==> config.mk <==
export PLATFORM = sky130hd
export DESIGN_NAME = huffman_tree_builder_flat
export DESIGN_NICKNAME = d
export VERILOG_FILES = /design/src/rtl/huffman_tree_builder_if.sv /design/src/rtl/huffman_tree_builder.sv /design/src/flat_wrapper.sv
export SDC_FILE = /design/constraint.sdc
export NUM_CORES = 1
export LEC_CHECK = 0
export CAP_MARGIN = 20
export CORE_MARGIN = 2
export CORE_UTILIZATION = 55
export CTS_CLUSTER_SIZE = 20
export DETAILED_ROUTE_END_ITERATION = 12
export MAX_ROUTING_LAYER = met4
export PLACE_DENSITY = 0.76
export SLEW_MARGIN = 10
export SYNTH_ARGS = -nofsm -noshare
export SYNTH_HDL_FRONTEND = slang
export SYNTH_SLANG_ARGS = --single-unit
==> constraint.sdc <==
create_clock -name clk -period 4.1 [get_ports clk]
set_clock_uncertainty 0.05 [all_clocks]
set_input_delay 0.82 -clock clk [delete_from_list [all_inputs] [get_ports clk]]
set_output_delay 0.82 -clock clk [all_outputs]
set_load 0.02 [all_outputs]
==> src/rtl/huffman_tree_builder_if.sv <==
// Load, query and response handshakes of the Huffman tree builder.
// r_code exists only when HUFF_CODEWORD_EN is defined.
interface huffman_tree_builder_if #(
    parameter int NSYM   = 6,
    parameter int SYM_W  = 8,
    parameter int FREQ_W = 32,
    parameter int IDX_W  = $clog2(2*NSYM-1),
    parameter int LEN_W  = $clog2(NSYM)
);
    logic              ld_valid;
    logic [SYM_W-1:0]  ld_ascii;
    logic [FREQ_W-1:0] ld_freq;
    logic              ld_ready;
    logic              q_valid;
    logic [IDX_W-1:0]  q_index;
    logic              q_ready;
    logic              r_valid;
    logic              r_ready;
    logic [SYM_W-1:0]  r_ascii;
    logic [LEN_W-1:0]  r_len;
`ifdef HUFF_CODEWORD_EN
    logic [NSYM-2:0]   r_code;
`endif

    modport master (
        output ld_valid, ld_ascii, ld_freq, q_valid, q_index, r_ready,
        input  ld_ready, q_ready, r_valid, r_ascii, r_len
`ifdef HUFF_CODEWORD_EN
        , input r_code
`endif
    );

    modport slave (
        input  ld_valid, ld_ascii, ld_freq, q_valid, q_index, r_ready,
        output ld_ready, q_ready, r_valid, r_ascii, r_len
`ifdef HUFF_CODEWORD_EN
        , output r_code
`endif
    );
endinterface

==> src/rtl/huffman_tree_builder.sv <==
// Sequential scan-and-merge Huffman tree builder with a leaf-to-root code length query.
// Optional macro HUFF_CODEWORD_EN adds the root-to-leaf codeword on r_code.
module huffman_tree_builder #(
    parameter int NSYM   = 6,
    parameter int SYM_W  = 8,
    parameter int FREQ_W = 32,
    parameter int IDX_W  = $clog2(2*NSYM-1),
    parameter int LEN_W  = $clog2(NSYM)
) (
    input  logic                  clk,
    input  logic                  ctrl_reset_n,
    huffman_tree_builder_if.slave bus,
    input  logic                  ctrl_start,
    input  logic                  ctrl_clear,
    output logic                  busy,
    output logic                  done,
    output logic                  err,
    output logic [FREQ_W-1:0]     root_freq
);
    localparam int NNODE = 2*NSYM-1;
    localparam logic [IDX_W-1:0] NSYM_I = IDX_W'(NSYM);
    localparam logic [IDX_W-1:0] ONE_I  = IDX_W'(1);
    localparam logic [IDX_W-1:0] TWO_I  = IDX_W'(2);

    typedef enum logic [2:0] {IDLE, SCAN, MERGE, DONE, WALK, RESP} state_t;
    state_t stateReg, stateNext;

    logic [SYM_W-1:0]  nodeAscii  [NNODE];
    logic [FREQ_W-1:0] nodeFreq   [NNODE];
    logic [IDX_W-1:0]  nodeParent [NNODE];
    logic              nodeBranch [NNODE];
    logic              nodeHead   [NNODE];

    logic [IDX_W-1:0]  leafCnt, nodeCnt, headCnt, scanIdx, walkCur;
    logic [IDX_W-1:0]  min1Idx, min2Idx;
    logic [FREQ_W-1:0] min1Freq, min2Freq;
    logic              min1Ok, min2Ok;
    logic [FREQ_W-1:0] rootFreq;
    logic              errReg;
    logic [SYM_W-1:0]  rAscii;
    logic [LEN_W-1:0]  rLen;
`ifdef HUFF_CODEWORD_EN
    logic [NSYM-2:0]   rCode;
`else
    logic              walkBranchUnused;
    assign walkBranchUnused = nodeBranch[walkCur];
`endif

    logic              loadFire;
    logic [IDX_W-1:0]  effCnt;
    logic [FREQ_W:0]   mergeSum;
    logic [FREQ_W-1:0] mergeFreq;

    assign bus.ld_ready = (stateReg == IDLE) && (leafCnt < NSYM_I);
    assign bus.q_ready  = (stateReg == DONE);
    assign bus.r_valid  = (stateReg == RESP);
    assign bus.r_ascii  = rAscii;
    assign bus.r_len    = rLen;
`ifdef HUFF_CODEWORD_EN
    assign bus.r_code   = rCode;
`endif
    assign busy      = (stateReg == SCAN) || (stateReg == MERGE);
    assign done      = (stateReg == DONE) || (stateReg == WALK) || (stateReg == RESP);
    assign err       = errReg;
    assign root_freq = rootFreq;

    assign loadFire  = bus.ld_valid && bus.ld_ready && !ctrl_clear;
    // A leaf loaded in the same cycle as start joins the build.
    assign effCnt    = leafCnt + IDX_W'(loadFire);
    assign mergeSum  = {1'b0, min1Freq} + {1'b0, min2Freq};
    assign mergeFreq = mergeSum[FREQ_W] ? {FREQ_W{1'b1}} : mergeSum[FREQ_W-1:0];

    always_comb begin
        stateNext = stateReg;
        case (stateReg)
            IDLE:    if (ctrl_start && effCnt >= TWO_I) stateNext = SCAN;
            SCAN:    if (scanIdx == nodeCnt - ONE_I) stateNext = MERGE;
            MERGE:   stateNext = (headCnt == TWO_I) ? DONE : SCAN;
            DONE:    if (bus.q_valid) stateNext = WALK;
            WALK:    if (nodeHead[walkCur]) stateNext = RESP;
            RESP:    if (bus.r_ready) stateNext = DONE;
            default: stateNext = IDLE;
        endcase
        if (ctrl_clear) stateNext = IDLE;
    end

    // Node storage carries no reset: the counters decide which entries are live.
    always_ff @(posedge clk) begin
        if (loadFire) begin
            nodeAscii[leafCnt] <= bus.ld_ascii;
            nodeFreq[leafCnt]  <= bus.ld_freq;
            nodeHead[leafCnt]  <= 1'b1;
        end
        if (stateReg == MERGE && !ctrl_clear) begin
            nodeAscii[nodeCnt]  <= '0;
            nodeFreq[nodeCnt]   <= mergeFreq;
            nodeHead[nodeCnt]   <= 1'b1;
            nodeParent[min1Idx] <= nodeCnt;
            nodeBranch[min1Idx] <= 1'b0;
            nodeHead[min1Idx]   <= 1'b0;
            nodeParent[min2Idx] <= nodeCnt;
            nodeBranch[min2Idx] <= 1'b1;
            nodeHead[min2Idx]   <= 1'b0;
        end
    end

    always_ff @(posedge clk or negedge ctrl_reset_n) begin
        if (!ctrl_reset_n) begin
            stateReg <= IDLE;
            leafCnt  <= '0;  nodeCnt  <= '0;  headCnt <= '0;
            scanIdx  <= '0;  walkCur  <= '0;
            min1Idx  <= '0;  min2Idx  <= '0;
            min1Freq <= '0;  min2Freq <= '0;
            min1Ok   <= 1'b0; min2Ok  <= 1'b0;
            rootFreq <= '0;  errReg   <= 1'b0;
            rAscii   <= '0;  rLen     <= '0;
`ifdef HUFF_CODEWORD_EN
            rCode    <= '0;
`endif
        end else begin
            stateReg <= stateNext;
            if (ctrl_clear) begin
                leafCnt  <= '0;  nodeCnt <= '0;  headCnt <= '0;
                rootFreq <= '0;  errReg  <= 1'b0;
                rAscii   <= '0;  rLen    <= '0;
`ifdef HUFF_CODEWORD_EN
                rCode    <= '0;
`endif
            end else begin
                case (stateReg)
                    IDLE: begin
                        if (loadFire) leafCnt <= leafCnt + ONE_I;
                        if (ctrl_start) begin
                            if (effCnt < TWO_I) begin
                                errReg <= 1'b1;
                            end else begin
                                nodeCnt <= effCnt;
                                headCnt <= effCnt;
                                scanIdx <= '0;
                                min1Ok  <= 1'b0;
                                min2Ok  <= 1'b0;
                            end
                        end
                    end
                    SCAN: begin
                        // Strict compare in ascending index order: ties keep the lower index.
                        if (nodeHead[scanIdx]) begin
                            if (!min1Ok || nodeFreq[scanIdx] < min1Freq) begin
                                min2Idx  <= min1Idx;
                                min2Freq <= min1Freq;
                                min2Ok   <= min1Ok;
                                min1Idx  <= scanIdx;
                                min1Freq <= nodeFreq[scanIdx];
                                min1Ok   <= 1'b1;
                            end else if (!min2Ok || nodeFreq[scanIdx] < min2Freq) begin
                                min2Idx  <= scanIdx;
                                min2Freq <= nodeFreq[scanIdx];
                                min2Ok   <= 1'b1;
                            end
                        end
                        scanIdx <= scanIdx + ONE_I;
                    end
                    MERGE: begin
                        nodeCnt <= nodeCnt + ONE_I;
                        headCnt <= headCnt - ONE_I;
                        scanIdx <= '0;
                        min1Ok  <= 1'b0;
                        min2Ok  <= 1'b0;
                        if (headCnt == TWO_I) rootFreq <= mergeFreq;
                    end
                    DONE: begin
                        if (bus.q_valid) begin
                            rLen <= '0;
`ifdef HUFF_CODEWORD_EN
                            rCode <= '0;
`endif
                            // Out-of-range queries start at the root and return length 0.
                            if (bus.q_index < leafCnt) begin
                                walkCur <= bus.q_index;
                                rAscii  <= nodeAscii[bus.q_index];
                            end else begin
                                walkCur <= nodeCnt - ONE_I;
                                rAscii  <= '0;
                            end
                        end
                    end
                    WALK: begin
                        if (!nodeHead[walkCur]) begin
                            rLen    <= rLen + LEN_W'(1);
`ifdef HUFF_CODEWORD_EN
                            rCode[rLen] <= nodeBranch[walkCur];
`endif
                            walkCur <= nodeParent[walkCur];
                        end
                    end
                    default: ;
                endcase
            end
        end
    end
endmodule
==> src/flat_wrapper.sv <==
// flat-port wrapper written by rule: the top's interface ports become plain ports
module huffman_tree_builder_flat 
#(
    parameter int NSYM   = 6,
    parameter int SYM_W  = 8,
    parameter int FREQ_W = 32,
    parameter int IDX_W  = $clog2(2*NSYM-1),
    parameter int LEN_W  = $clog2(NSYM)
)
  (clk, ctrl_reset_n, ctrl_start, ctrl_clear, busy, done, err, root_freq, bus_ld_valid, bus_ld_ascii, bus_ld_freq, bus_q_valid, bus_q_index, bus_r_ready, bus_ld_ready, bus_q_ready, bus_r_valid, bus_r_ascii, bus_r_len);
  huffman_tree_builder_if #(.NSYM(NSYM), .SYM_W(SYM_W), .FREQ_W(FREQ_W), .IDX_W(IDX_W), .LEN_W(LEN_W)) bus_i ();
  input  logic clk;
  input  logic ctrl_reset_n;
  input  logic ctrl_start;
  input  logic ctrl_clear;
  output logic busy;
  output logic done;
  output logic err;
  output logic [FREQ_W-1:0] root_freq;
  input wire logic [$bits(bus_i.ld_valid)-1:0] bus_ld_valid;
  input wire logic [$bits(bus_i.ld_ascii)-1:0] bus_ld_ascii;
  input wire logic [$bits(bus_i.ld_freq)-1:0] bus_ld_freq;
  input wire logic [$bits(bus_i.q_valid)-1:0] bus_q_valid;
  input wire logic [$bits(bus_i.q_index)-1:0] bus_q_index;
  input wire logic [$bits(bus_i.r_ready)-1:0] bus_r_ready;
  output wire logic [$bits(bus_i.ld_ready)-1:0] bus_ld_ready;
  output wire logic [$bits(bus_i.q_ready)-1:0] bus_q_ready;
  output wire logic [$bits(bus_i.r_valid)-1:0] bus_r_valid;
  output wire logic [$bits(bus_i.r_ascii)-1:0] bus_r_ascii;
  output wire logic [$bits(bus_i.r_len)-1:0] bus_r_len;
  assign bus_i.ld_valid = bus_ld_valid;
  assign bus_i.ld_ascii = bus_ld_ascii;
  assign bus_i.ld_freq = bus_ld_freq;
  assign bus_i.q_valid = bus_q_valid;
  assign bus_i.q_index = bus_q_index;
  assign bus_i.r_ready = bus_r_ready;
  assign bus_ld_ready = bus_i.ld_ready;
  assign bus_q_ready = bus_i.q_ready;
  assign bus_r_valid = bus_i.r_valid;
  assign bus_r_ascii = bus_i.r_ascii;
  assign bus_r_len = bus_i.r_len;
  huffman_tree_builder #(.NSYM(NSYM), .SYM_W(SYM_W), .FREQ_W(FREQ_W), .IDX_W(IDX_W), .LEN_W(LEN_W)) u_core (.clk(clk), .ctrl_reset_n(ctrl_reset_n), .bus(bus_i), .ctrl_start(ctrl_start), .ctrl_clear(ctrl_clear), .busy(busy), .done(done), .err(err), .root_freq(root_freq));
endmodule
==> reports/qor.csv <==
stage;metric;value;unit
logic_synthesis;ys_ff_latch;636;
logic_synthesis;synth_edf_count;484;
logic_synthesis;synth_top_area_share;49.6;%
route;firstDrtPassIters;6;
logic_synthesis;synth_seq_area_share;62.4;%
global_route;grt_pass1_vias;19500;
global_route;grt_pass1_wl;118000;um
critical_path;crit_top_cell;buf_12;
route;via_count;19500;
logic_synthesis;synthTopCellsByArea;edfxtp_1, dfrtp_1, mux4_2;
layout;final_cells;3101;
route;drt-initial-drc-count;2087;
cts;clockBufferDepth;3;
layout;syn2layout_area_growth;19.8;%
logic_synthesis;yosys.area_share.adder;4.59;%
cts;clkTransAtPathRegs;0.06;ns
status;status;complete, but fails checks;
route;drtAntennaViolNets;0;
logic_synthesis;syn_nets;2272;
logic_synthesis;synthCells;2114;
timing;setup_viol;70;
critical_path;setup.worst_path.class;register to register;
logic_synthesis;synth-async-reset-ratio;22.2;%
route;viasPerCell;6.28;
power_and_ir_drop;p_leak;0.0135;uW
critical_path;critPathArrivalTime;4.80;ns
placement;hpwl;50300;um
critical_path;crit_family;simple AND/OR/NAND/NOR gates;
critical_path;critPathRequiredTime;4.58;ns
logic_synthesis;synthFlopType;edfxtp_1;
floorplan;die_area;55100;um^2
placement;post_dp_cell_area;32300;um^2
route;drt_wl_total;77500;um
cts;cts.sinks;636;
timing;max_freq;231;MHz
critical_path;crit_chain;buf_12 -> buf_12 -> mux4_2 -> mux2i_4 -> o21ai_4 -> ha_4 -> nand4_1 -> nor3_2 -> buf_4 -> nand2_2 -> or3_4 -> a2111oi_4 -> or2_4 -> o31a_1 -> a21o_4 -> clkbuf_16 -> mux2i_1;
timing;period_needed;4.32;ns
placement;gp_congestion;0.937;
timing;finalHoldViolations;0;
logic_synthesis;netlist_area;29300;um^2
logic_synthesis;synth_most_common_cell;edfxtp_1;
power_and_ir_drop;total_power;25500;uW
flow_run;drv_cap;0;
critical_path;cp_num_buf_inv;4;
floorplan;die_w;235;um
floorplan;rows;84;
power_and_ir_drop;vdd_drop_max;0.346;mV
logic_synthesis;synth_compound_area_share;9.44;%
logic_synthesis;synth_top_family_by_area;multiplexers;
route;drc;0;
timing;rsz0062_at_grt;yes;
floorplan;die_y;235;um
timing;slew_viol_final;0;
worst_hold_path;hp-class;input port to asynchronous set/reset pin;
cts;clk_latency;0.62;ns
logic_synthesis;synth-simple-area-share;6.31;%
timing;layout_setup_ws;-0.223;ns
logic_synthesis;synth-xor-area-share;1.14;%
critical_path;cp_slowest_stage_delay;0.56;ns
floorplan;core-area;52700;um^2
cts;cts_buffers;66;
critical_path;critPathMaxFanout;7;
critical_path;setup.worst_path.end_class;register;
floorplan;io_pins;100;
layout;fin_area;35100;um^2
floorplan;initial_core_util;55.7;%
critical_path;startpoint_type;register;
placement;placed_cells;2949;
route;wl_per_cell;25.0;um
cts;root_buffer;clkbuf_16;
global_route;globalRouteTotalUtil;29.0;%
logic_synthesis;ys_top_cells_by_count;edfxtp_1, nor2_1, dfrtp_1;
cts;cts_max_level;3;
timing;holdWs;0.121;ns
cts;cts_tree;built;
layout;final_nets;2519;
layout;drive_above_1_share;20.2;%
global_route;antenna_found_initial;2;
layout;antenna_cells;0;
logic_synthesis;synth.area.mux_share;13.3;%
timing;relSlewSlack;30.9;%
power_and_ir_drop;power.density;727;nW/um^2
global_route;grt_start_max_net_pins;62;
logic_synthesis;syn_area_per_cell;13.9;um^2
timing;finalCritPeriodShare;105;%
logic_synthesis;synth_top_area_cell;edfxtp_1;
global_route;gr-total-overflow;0;
cts;postCtsHoldBufs;0;
status;failed_checks;negative setup slack;
layout;nFillCells;3499;
logic_synthesis;ys_types;68;
critical_path;slowest_stage;dfrtp_4;
timing;worstMarginPinSlew;1.04;ns
layout;final_util;66.7;%
placement;port_buffers;99;
logic_synthesis;synth_warnings;0;
## layout by cell type (no fill, tap or decap), types with 27 or more instances in the layout
master / n
mux4_2: 92
mux2i_1: 117
clkdlybuf4s50_1: 97
clkbuf_16: 67
a31oi_1: 35
nand2_1: 119
buf_4: 141
nor2_1: 160
o211ai_1: 46
o21ai_0: 76
ha_1: 101
inv_1: 90
a21o_1: 54
edfxtp_1: 484
mux2_2: 39
buf_12: 27
a21oi_1: 121
dfrtp_1: 137
## cell type report
| type | count | area [um^2] | share of cell area [%] |
|---|---|---|---|
| clock buffer | 89 | 1800 | 5.12 |
| clock inverter | 31 | 317 | 0.902 |
| inverter | 91 | 342 | 0.973 |
| multi-input combinational | 1276 | 10600 | 30.2 |
| sequential | 636 | 18300 | 52.1 |
| tap | 688 | 861 | 2.45 |
| timing repair buffer | 290 | 2910 | 8.28 |
## report_power, final
part	internal (uW)	switching, uW	total (uW)
logic	4960	6550	11500
clock network	3410	2500	5910
registers	7560	550	8110
total	15900	9600	25500
## layer usage
metal | up-vias | wire, um | part of all wire [%] | GRT usage (%)
met2 | 982 | 37000 | 48 | 45.1
met5 | - | 0 | 0 | -
met1 | 9808 | 31800 | 41 | 39.0
met4 | 0 | 2360 | 3.0 | 10.7
met3 | 147 | 6360 | 8.2 | 4.68
li1 | 8539 | - | - | -
## cell families after synthesis
logic type                 count (synthesis)
DFF                                      636
AOI/OAI and AO/OA                        441
and+or+nand+nor                          420
muxes                                    269
buffers and inverters                    203
adders and majority gates                107
xor gates and xnor gates                  38
## worst paths after layout
| check | from | end | cells past startpoint | slack (ns) |
|---|---|---|---|---|
| worst max-delay path | u_core.scanIdx[0] | u_core.min2Freq[9] | 17 | -0.22 |
| worst min-delay path | ctrl_reset_n | u_core.root_freq[10] | 1 | 0.12 |
| worst max register to register | u_core.scanIdx[0] | u_core.min2Freq[9] | 17 | -0.22 |
| worst min register to register | u_core.root_freq[8] | u_core.root_freq[8] | 1 | 0.43 |
| max in group asynchronous | ctrl_reset_n | u_core.min1Freq[2] | 2 | 2.99 |
| min in group clk | u_core.root_freq[8] | u_core.root_freq[8] | 1 | 0.43 |
## sequential cells by signal, indices dropped and copies added (netlist names), 3 cells and up
| signal | cells |
|---|---|
| u_core.nodeFreq | 352 |
| u_core.nodeAscii | 88 |
| u_core.nodeParent | 44 |
| u_core.min1Freq | 32 |
| u_core.min2Freq | 32 |
| u_core.root_freq | 32 |
| u_core.nodeHead | 11 |
| u_core.bus.r_ascii | 8 |
| u_core.headCnt | 4 |
| u_core.leafCnt | 4 |
| u_core.min1Idx | 4 |
| u_core.min2Idx | 4 |
| u_core.nodeCnt | 4 |
| u_core.scanIdx | 4 |
| u_core.walkCur | 4 |
| u_core.bus.r_len | 3 |
| u_core.stateReg | 3 |
## through the flow
stage / TNS (ns) / worst slack (ns)
3_3_place_gp: -13.56 / -0.290
2_1_floorplan: 0 / 0.0189
6_report: -8.06 / -0.223
5_1_grt: -13.15 / -0.302
4_1_cts: -0.0207 / -0.00917
3_5_place_dp: -22.75 / -0.460
## repair_timing
action                     CTS  global route
setup buffers               23             7
gates resized for setup     94            22
setup endpoints to repair   73           286
pin swaps                   30             7
cloned                       6             1
No activity file was read; power rests on OpenSTA's default activity.
